### config.mk
export PLATFORM = sky130hd
export DESIGN_NAME = mem_port_arbiter
export DESIGN_NICKNAME = d
export VERILOG_FILES = /design/src/rtl/mem_port_arbiter.sv
export SDC_FILE = /design/constraint.sdc
export NUM_CORES = 1
export LEC_CHECK = 0
export CAP_MARGIN = 0
export CORE_MARGIN = 2
export CORE_UTILIZATION = 43
export DETAILED_ROUTE_END_ITERATION = 6
export HOLD_SLACK_MARGIN = 0.03
export PLACE_DENSITY = 0.95
export SYNTH_ARGS = -nofsm -noshare
export SYNTH_HDL_FRONTEND = slang
export SYNTH_SLANG_ARGS = --single-unit
### constraint.sdc
create_clock -name clk -period 6.65 [get_ports clk]
set_clock_uncertainty 0.2 [all_clocks]
set_input_delay 1.6625 -clock clk [delete_from_list [all_inputs] [get_ports clk]]
set_output_delay 1.6625 -clock clk [all_outputs]
set_load 0.03 [all_outputs]
### src/rtl/mem_port_arbiter.sv
// Two-requester arbiter for the single-ported unified memory (CPU datapath vs loader/debug port).
// Define ARB_CPU_PRIORITY_EN for fixed CPU priority; round-robin otherwise.
module mem_port_arbiter #(
   parameter int unsigned DATA_WIDTH  = 32,
   parameter int unsigned ADDR_WIDTH  = 16,
   parameter int unsigned MEM_LATENCY = 2
) (
   input  logic                  clk,
   input  logic                  reset,
   input  logic                  cpu_req,
   input  logic                  cpu_we,
   input  logic [ADDR_WIDTH-1:0] cpu_addr,
   input  logic [DATA_WIDTH-1:0] cpu_wdata,
   output logic                  cpu_ack,
   output logic                  cpu_stall,
   input  logic                  ldr_req,
   input  logic                  ldr_we,
   input  logic [ADDR_WIDTH-1:0] ldr_addr,
   input  logic [DATA_WIDTH-1:0] ldr_wdata,
   output logic                  ldr_ack,
   output logic [DATA_WIDTH-1:0] rdata,
   output logic                  mem_en,
   output logic                  mem_we,
   output logic [ADDR_WIDTH-1:0] mem_addr,
   output logic [DATA_WIDTH-1:0] mem_wdata,
   input  logic [DATA_WIDTH-1:0] mem_rdata
);

   localparam int unsigned CNT_W = 3;

   typedef enum logic [1:0] {S_IDLE, S_ACCESS, S_DONE} state_e;

   state_e                state_q, state_d;
   logic [CNT_W-1:0]      cnt_q, cnt_d;
   logic                  grant_q, grant_d;
   logic                  cpu_ack_q, cpu_ack_d;
   logic                  ldr_ack_q, ldr_ack_d;
   logic                  mem_en_q, mem_en_d;
   logic                  mem_we_q, mem_we_d;
   logic [ADDR_WIDTH-1:0] mem_addr_q, mem_addr_d;
   logic [DATA_WIDTH-1:0] mem_wdata_q, mem_wdata_d;
   logic [DATA_WIDTH-1:0] rdata_q, rdata_d;
   logic                  win_ldr;
   logic                  issue;

   assign issue = (state_q == S_IDLE) && (cpu_req || ldr_req);

`ifdef ARB_CPU_PRIORITY_EN
   assign win_ldr = ~cpu_req;
`else
   logic last_grant_q, last_grant_d;

   // On a tie the requester not served last wins; reset value favours the CPU.
   assign win_ldr      = ldr_req & (~cpu_req | ~last_grant_q);
   assign last_grant_d = issue ? win_ldr : last_grant_q;

   always_ff @(posedge clk or posedge reset) begin
      if (reset) last_grant_q <= 1'b1;
      else       last_grant_q <= last_grant_d;
   end
`endif

   always_ff @(posedge clk or posedge reset) begin
      if (reset) begin
         state_q     <= S_IDLE;
         cnt_q       <= '0;
         grant_q     <= 1'b0;
         cpu_ack_q   <= 1'b0;
         ldr_ack_q   <= 1'b0;
         mem_en_q    <= 1'b0;
         mem_we_q    <= 1'b0;
         mem_addr_q  <= '0;
         mem_wdata_q <= '0;
         rdata_q     <= '0;
      end else begin
         state_q     <= state_d;
         cnt_q       <= cnt_d;
         grant_q     <= grant_d;
         cpu_ack_q   <= cpu_ack_d;
         ldr_ack_q   <= ldr_ack_d;
         mem_en_q    <= mem_en_d;
         mem_we_q    <= mem_we_d;
         mem_addr_q  <= mem_addr_d;
         mem_wdata_q <= mem_wdata_d;
         rdata_q     <= rdata_d;
      end
   end

   // Next-state and registered-output logic.
   always_comb begin
      state_d     = state_q;
      cnt_d       = cnt_q;
      grant_d     = grant_q;
      cpu_ack_d   = 1'b0;
      ldr_ack_d   = 1'b0;
      mem_en_d    = mem_en_q;
      mem_we_d    = mem_we_q;
      mem_addr_d  = mem_addr_q;
      mem_wdata_d = mem_wdata_q;
      rdata_d     = rdata_q;
      case (state_q)
         S_IDLE: begin
            if (issue) begin
               grant_d     = win_ldr;
               mem_en_d    = 1'b1;
               mem_we_d    = win_ldr ? ldr_we    : cpu_we;
               mem_addr_d  = win_ldr ? ldr_addr  : cpu_addr;
               mem_wdata_d = win_ldr ? ldr_wdata : cpu_wdata;
               cnt_d       = CNT_W'(MEM_LATENCY - 1);
               state_d     = S_ACCESS;
            end
         end
         S_ACCESS: begin
            if (cnt_q == '0) begin
               state_d   = S_DONE;
               mem_en_d  = 1'b0;
               mem_we_d  = 1'b0;
               cpu_ack_d = ~grant_q;
               ldr_ack_d = grant_q;
               if (!mem_we_q) rdata_d = mem_rdata;
            end else begin
               cnt_d = cnt_q - CNT_W'(1);
            end
         end
         S_DONE:  state_d = S_IDLE;
         default: state_d = S_IDLE;
      endcase
   end

   assign cpu_ack   = cpu_ack_q;
   assign ldr_ack   = ldr_ack_q;
   assign mem_en    = mem_en_q;
   assign mem_we    = mem_we_q;
   assign mem_addr  = mem_addr_q;
   assign mem_wdata = mem_wdata_q;
   assign rdata     = rdata_q;
   assign cpu_stall = cpu_req & ~cpu_ack_q;

endmodule

==> impl_metrics.xml <==
<?xml version="1.0" encoding="UTF-8"?>
<metrics>
  <group name="floorplan">
    <metric name="fp.coreArea" unit="sq mm">0.00964</metric>
    <metric name="fp.dieArea" unit="sq mm">0.0106</metric>
    <metric name="initial_util" unit="%">43.6</metric>
    <metric name="die_height" unit="um">103</metric>
    <metric name="core.rowCount" unit="">36</metric>
    <metric name="die_w" unit="um">103</metric>
    <metric name="io_pins" unit="">219</metric>
  </group>
  <group name="critical_path">
    <metric name="end_kind" unit="">output pin</metric>
    <metric name="critical_path.n_buffers_inverters" unit="">2</metric>
    <metric name="cpPeakStageDelay" unit="ps">700</metric>
    <metric name="path_max_fanout" unit="">4</metric>
    <metric name="cp.required" unit="ps">4790</metric>
    <metric name="startpoint_type" unit="">input pin</metric>
    <metric name="path_common_cell" unit="">clkdlybuf4s50_1</metric>
    <metric name="crit_chain" unit="">clkdlybuf4s50_1 -&gt; nor2b_1 -&gt; clkdlybuf4s50_1</metric>
    <metric name="timing_worst_setup_path_type" unit="">in2out</metric>
    <metric name="worst_path_max_delay_cell" unit="">clkdlybuf4s50_1</metric>
    <metric name="worstPathArrival" unit="ps">3100</metric>
    <metric name="timing.critical_path.max_delay_family" unit="">buffers and inverters</metric>
  </group>
  <group name="timing">
    <metric name="timing.final.max_slew_violations" unit="">0</metric>
    <metric name="achievable-frequency" unit="MHz">202</metric>
    <metric name="timing.final.hold_violations" unit="">0</metric>
    <metric name="min_period" unit="ps">4960</metric>
    <metric name="worstMarginPinSlew" unit="ps">967</metric>
    <metric name="setup_ws" unit="ps">1690</metric>
    <metric name="setup_viol" unit="">0</metric>
    <metric name="totalNegativeSetupSlack" unit="ps">0</metric>
    <metric name="final_worst_path_cycle_share" unit="%">74.6</metric>
    <metric name="worst_hold_slack" unit="ps">236</metric>
    <metric name="setup_repair_after_global_routing_missed_its_margin" unit="">no</metric>
    <metric name="max_slew_headroom" unit="%">35.5</metric>
  </group>
  <group name="clock_network">
    <metric name="cts_root_buffer" unit="">clkbuf_8</metric>
    <metric name="cts-buffers-inserted" unit="">9</metric>
    <metric name="cts.reportedPaths.clkPinSlew" unit="ps">80</metric>
    <metric name="cts.sinks" unit="">91</metric>
    <metric name="number_of_h_tree_levels" unit="">3</metric>
    <metric name="cts_tree" unit="">done</metric>
    <metric name="postCtsSetupRepairBufs" unit="">0</metric>
    <metric name="buffer_depth_of_the_longest_clock_path" unit="">2</metric>
    <metric name="cts.hold.buffers_added" unit="">0</metric>
    <metric name="postCtsResizedCells" unit="">0</metric>
    <metric name="insertion_delay" unit="ps">360</metric>
  </group>
  <group name="global_routing">
    <metric name="grt_pass1_vias" unit="">3483</metric>
    <metric name="grt_max_degree" unit="">57</metric>
    <metric name="wire_length_of_the_first_global_routing_pass" unit="mm">17.1</metric>
    <metric name="grt_use_total" unit="%">21.3</metric>
    <metric name="global_route.overflow_total" unit="">0</metric>
    <metric name="initial_antenna_violation_count" unit="">0</metric>
  </group>
  <group name="synthesis">
    <metric name="seq_area_frac_synth" unit="%">54.2</metric>
    <metric name="postSynthRegisterBits" unit="">91</metric>
    <metric name="netlist_instances" unit="">330</metric>
    <metric name="synth_top_cells_by_area" unit="">dfrtp_1 54%, mux2i_1 12%, a21oi_2 10%, mux2_1 8.6%, a21oi_1 6.0%</metric>
    <metric name="post_synth_instance_area" unit="sq mm">0.00420</metric>
    <metric name="synth_top_area_share" unit="%">53.6</metric>
    <metric name="netlist.top_cell.by_area" unit="">dfrtp_1</metric>
    <metric name="syn-num-nets" unit="">466</metric>
    <metric name="synth_area_per_cell" unit="sq um">12.7</metric>
    <metric name="synthDistinctLibCells" unit="">29</metric>
    <metric name="yosys_warnings" unit="">0</metric>
  </group>
  <group name="job">
    <metric name="cap_viol_max_count" unit="">0</metric>
  </group>
  <group name="detailed_routing">
    <metric name="vias_per_cell" unit="">5.07</metric>
    <metric name="first_pass_iters" unit="">4</metric>
    <metric name="num_vias" unit="">3414</metric>
    <metric name="drcViolationCount" unit="">0</metric>
    <metric name="route.antenna.remaining_nets" unit="">0</metric>
    <metric name="dr.first_iter.drc_count" unit="">97</metric>
    <metric name="post_drt_wl_per_cell" unit="um">16.8</metric>
    <metric name="detail_route.wirelength" unit="mm">11.3</metric>
  </group>
  <group name="final_layout">
    <metric name="layout-drive-gt1-share" unit="%">13.9</metric>
    <metric name="most-common-layout-cells" unit="">218 x clkdlybuf4s50_1, 90 x dfrtp_1, 50 x mux2i_1, 50 x a21oi_1, 49 x a21oi_2</metric>
    <metric name="mostFrequentLayoutCell" unit="">clkdlybuf4s50_1</metric>
    <metric name="sequential_cell_area" unit="sq mm">0.00228</metric>
    <metric name="multi_input_combinational_cell_area" unit="sq mm">0.00175</metric>
    <metric name="fillerInstances" unit="">719</metric>
    <metric name="flow.area_growth_from_synthesis" unit="%">57.4</metric>
    <metric name="finish.net_count" unit="">672</metric>
    <metric name="antenna_cells_inserted" unit="">0</metric>
  </group>
  <group name="hold_path">
    <metric name="worst_hold_path_type" unit="">reg2reg</metric>
  </group>
  <group name="outcome">
    <metric name="outcome" unit="">finished, final reports clean</metric>
  </group>
  <group name="placed_design">
    <metric name="place_congestion" unit="">0.720</metric>
    <metric name="placement.setup.worst_slack" unit="ps">1690</metric>
    <metric name="port-buffer-count" unit="">218</metric>
    <metric name="dpl.hpwl" unit="mm">8.59</metric>
  </group>
  <group name="power_and_ir_drop">
    <metric name="p_per_area" unit="mW/mm^2">485</metric>
    <metric name="ir_worst_vdd" unit="mV">0.255</metric>
    <metric name="power.leakage" unit="nW">2.79</metric>
  </group>
</metrics>
## report_power, final
| part | internal, W | total, W | switching, W |
|---|---|---|---|
| combinational | 0.000778 | 0.00184 | 0.00106 |
| clock | 0.000192 | 0.000374 | 0.000182 |
| sequential | 0.000831 | 0.000991 | 0.000160 |
## layout make-up
| class | count | share of cell area, % |
|---|---|---|
| Clock buffer | 13 | 2.40 |
| Clock inverter | 2 | 0.529 |
| Inverter | 6 | 0.359 |
| Multi-Input combinational cell | 207 | 26.5 |
| Sequential cell | 91 | 34.4 |
| Tap cell | 133 | 2.51 |
| Timing Repair Buffer | 221 | 33.3 |
## worst reg2reg max path, stage by stage, from the launching register on
cell	delay [ps]
dfrtp_1	390
inv_1	100
ha_1	250
nand4bb_4	180
nor2_4	730
mux2_1	420
## registers in the layout, summed over array words and instances (netlist names)
| signal | count |
|---|---|
| mem_wdata | 32 |
| rdata | 32 |
| mem_addr | 16 |
| cnt_q | 3 |
| state_q | 2 |
| cpu_ack | 1 |
| grant_q | 1 |
| last_grant_q | 1 |
| ldr_ack | 1 |
| mem_en | 1 |
| mem_we | 1 |
## routing by layer
metal / track usage, % / up-vias / routed length (um)
li1: - / 1579 / -
met1: 24.2 / 1650 / 4390
met2: 38.2 / 164 / 5760
met3: 5.22 / 21 / 929
met4: 9.31 / 0 / 246
met5: 0 / - / 0
## path summary, 6_finish.rpt
kind	slack, ps	startpoint	end	cells after the start
max	1690	cpu_req	cpu_stall	3
min	240	grant_q	cpu_ack	1
max reg2reg	4260	cnt_q[0]	rdata[6]	5
min reg2reg	240	grant_q	cpu_ack	1
max in group asynchronous	3640	reset	last_grant_q	3
min in group asynchronous	1590	reset	rdata[15]	2
## cells in the mapped netlist
cell and n:
nand2_1 5, dfrtp_1 90, and3_1 1, a21bo_2 1, buf_4 3, nand3_1 1, ha_1 2, o32ai_1 1
clkbuf_1 9, buf_2 8, nor2b_1 2, nor2_2 1, and2_1 1, a21oi_1 50, a22oi_2 1, nor2_1 3
inv_1 6, a21bo_1 1, dfstp_2 1, mux2i_1 50, or2_1 1, buf_6 6, nand4bb_4 1, a31oi_1 1
nand2b_1 1, a21oi_2 49, nor2_4 1, o2bb2ai_1 1, mux2_1 32
## stage by stage
| step | power (W) | std cells | area [sq um] | util (%) |
|---|---|---|---|---|
| 2_1_floorplan | 0.00213 | 330 | 4200 | - |
| 3_3_place_gp | 0.00278 | 658 | 6420 | 66.7 |
| 3_5_place_dp | 0.00285 | 658 | 6420 | 66.7 |
| 4_1_cts | 0.00323 | 673 | 6620 | 68.7 |
| 5_1_grt | 0.00338 | 673 | 6620 | 68.7 |
| 6_report | 0.00321 | 673 | 6620 | 68.7 |
## logic make-up (layout without fill, tap and decap cells)
| group | after synthesis | count (layout) | synth area share, % |
|---|---|---|---|
| compound gates | 105 | 105 | 17.5 |
| buf+inv | 32 | 242 | 4.43 |
| fa+ha+maj | 2 | 2 | 0.595 |
| flops | 91 | 91 | 54.2 |
| simple gates | 18 | 18 | 2.80 |
| mux | 82 | 82 | 20.5 |
Power figures use the tool's default switching activity.
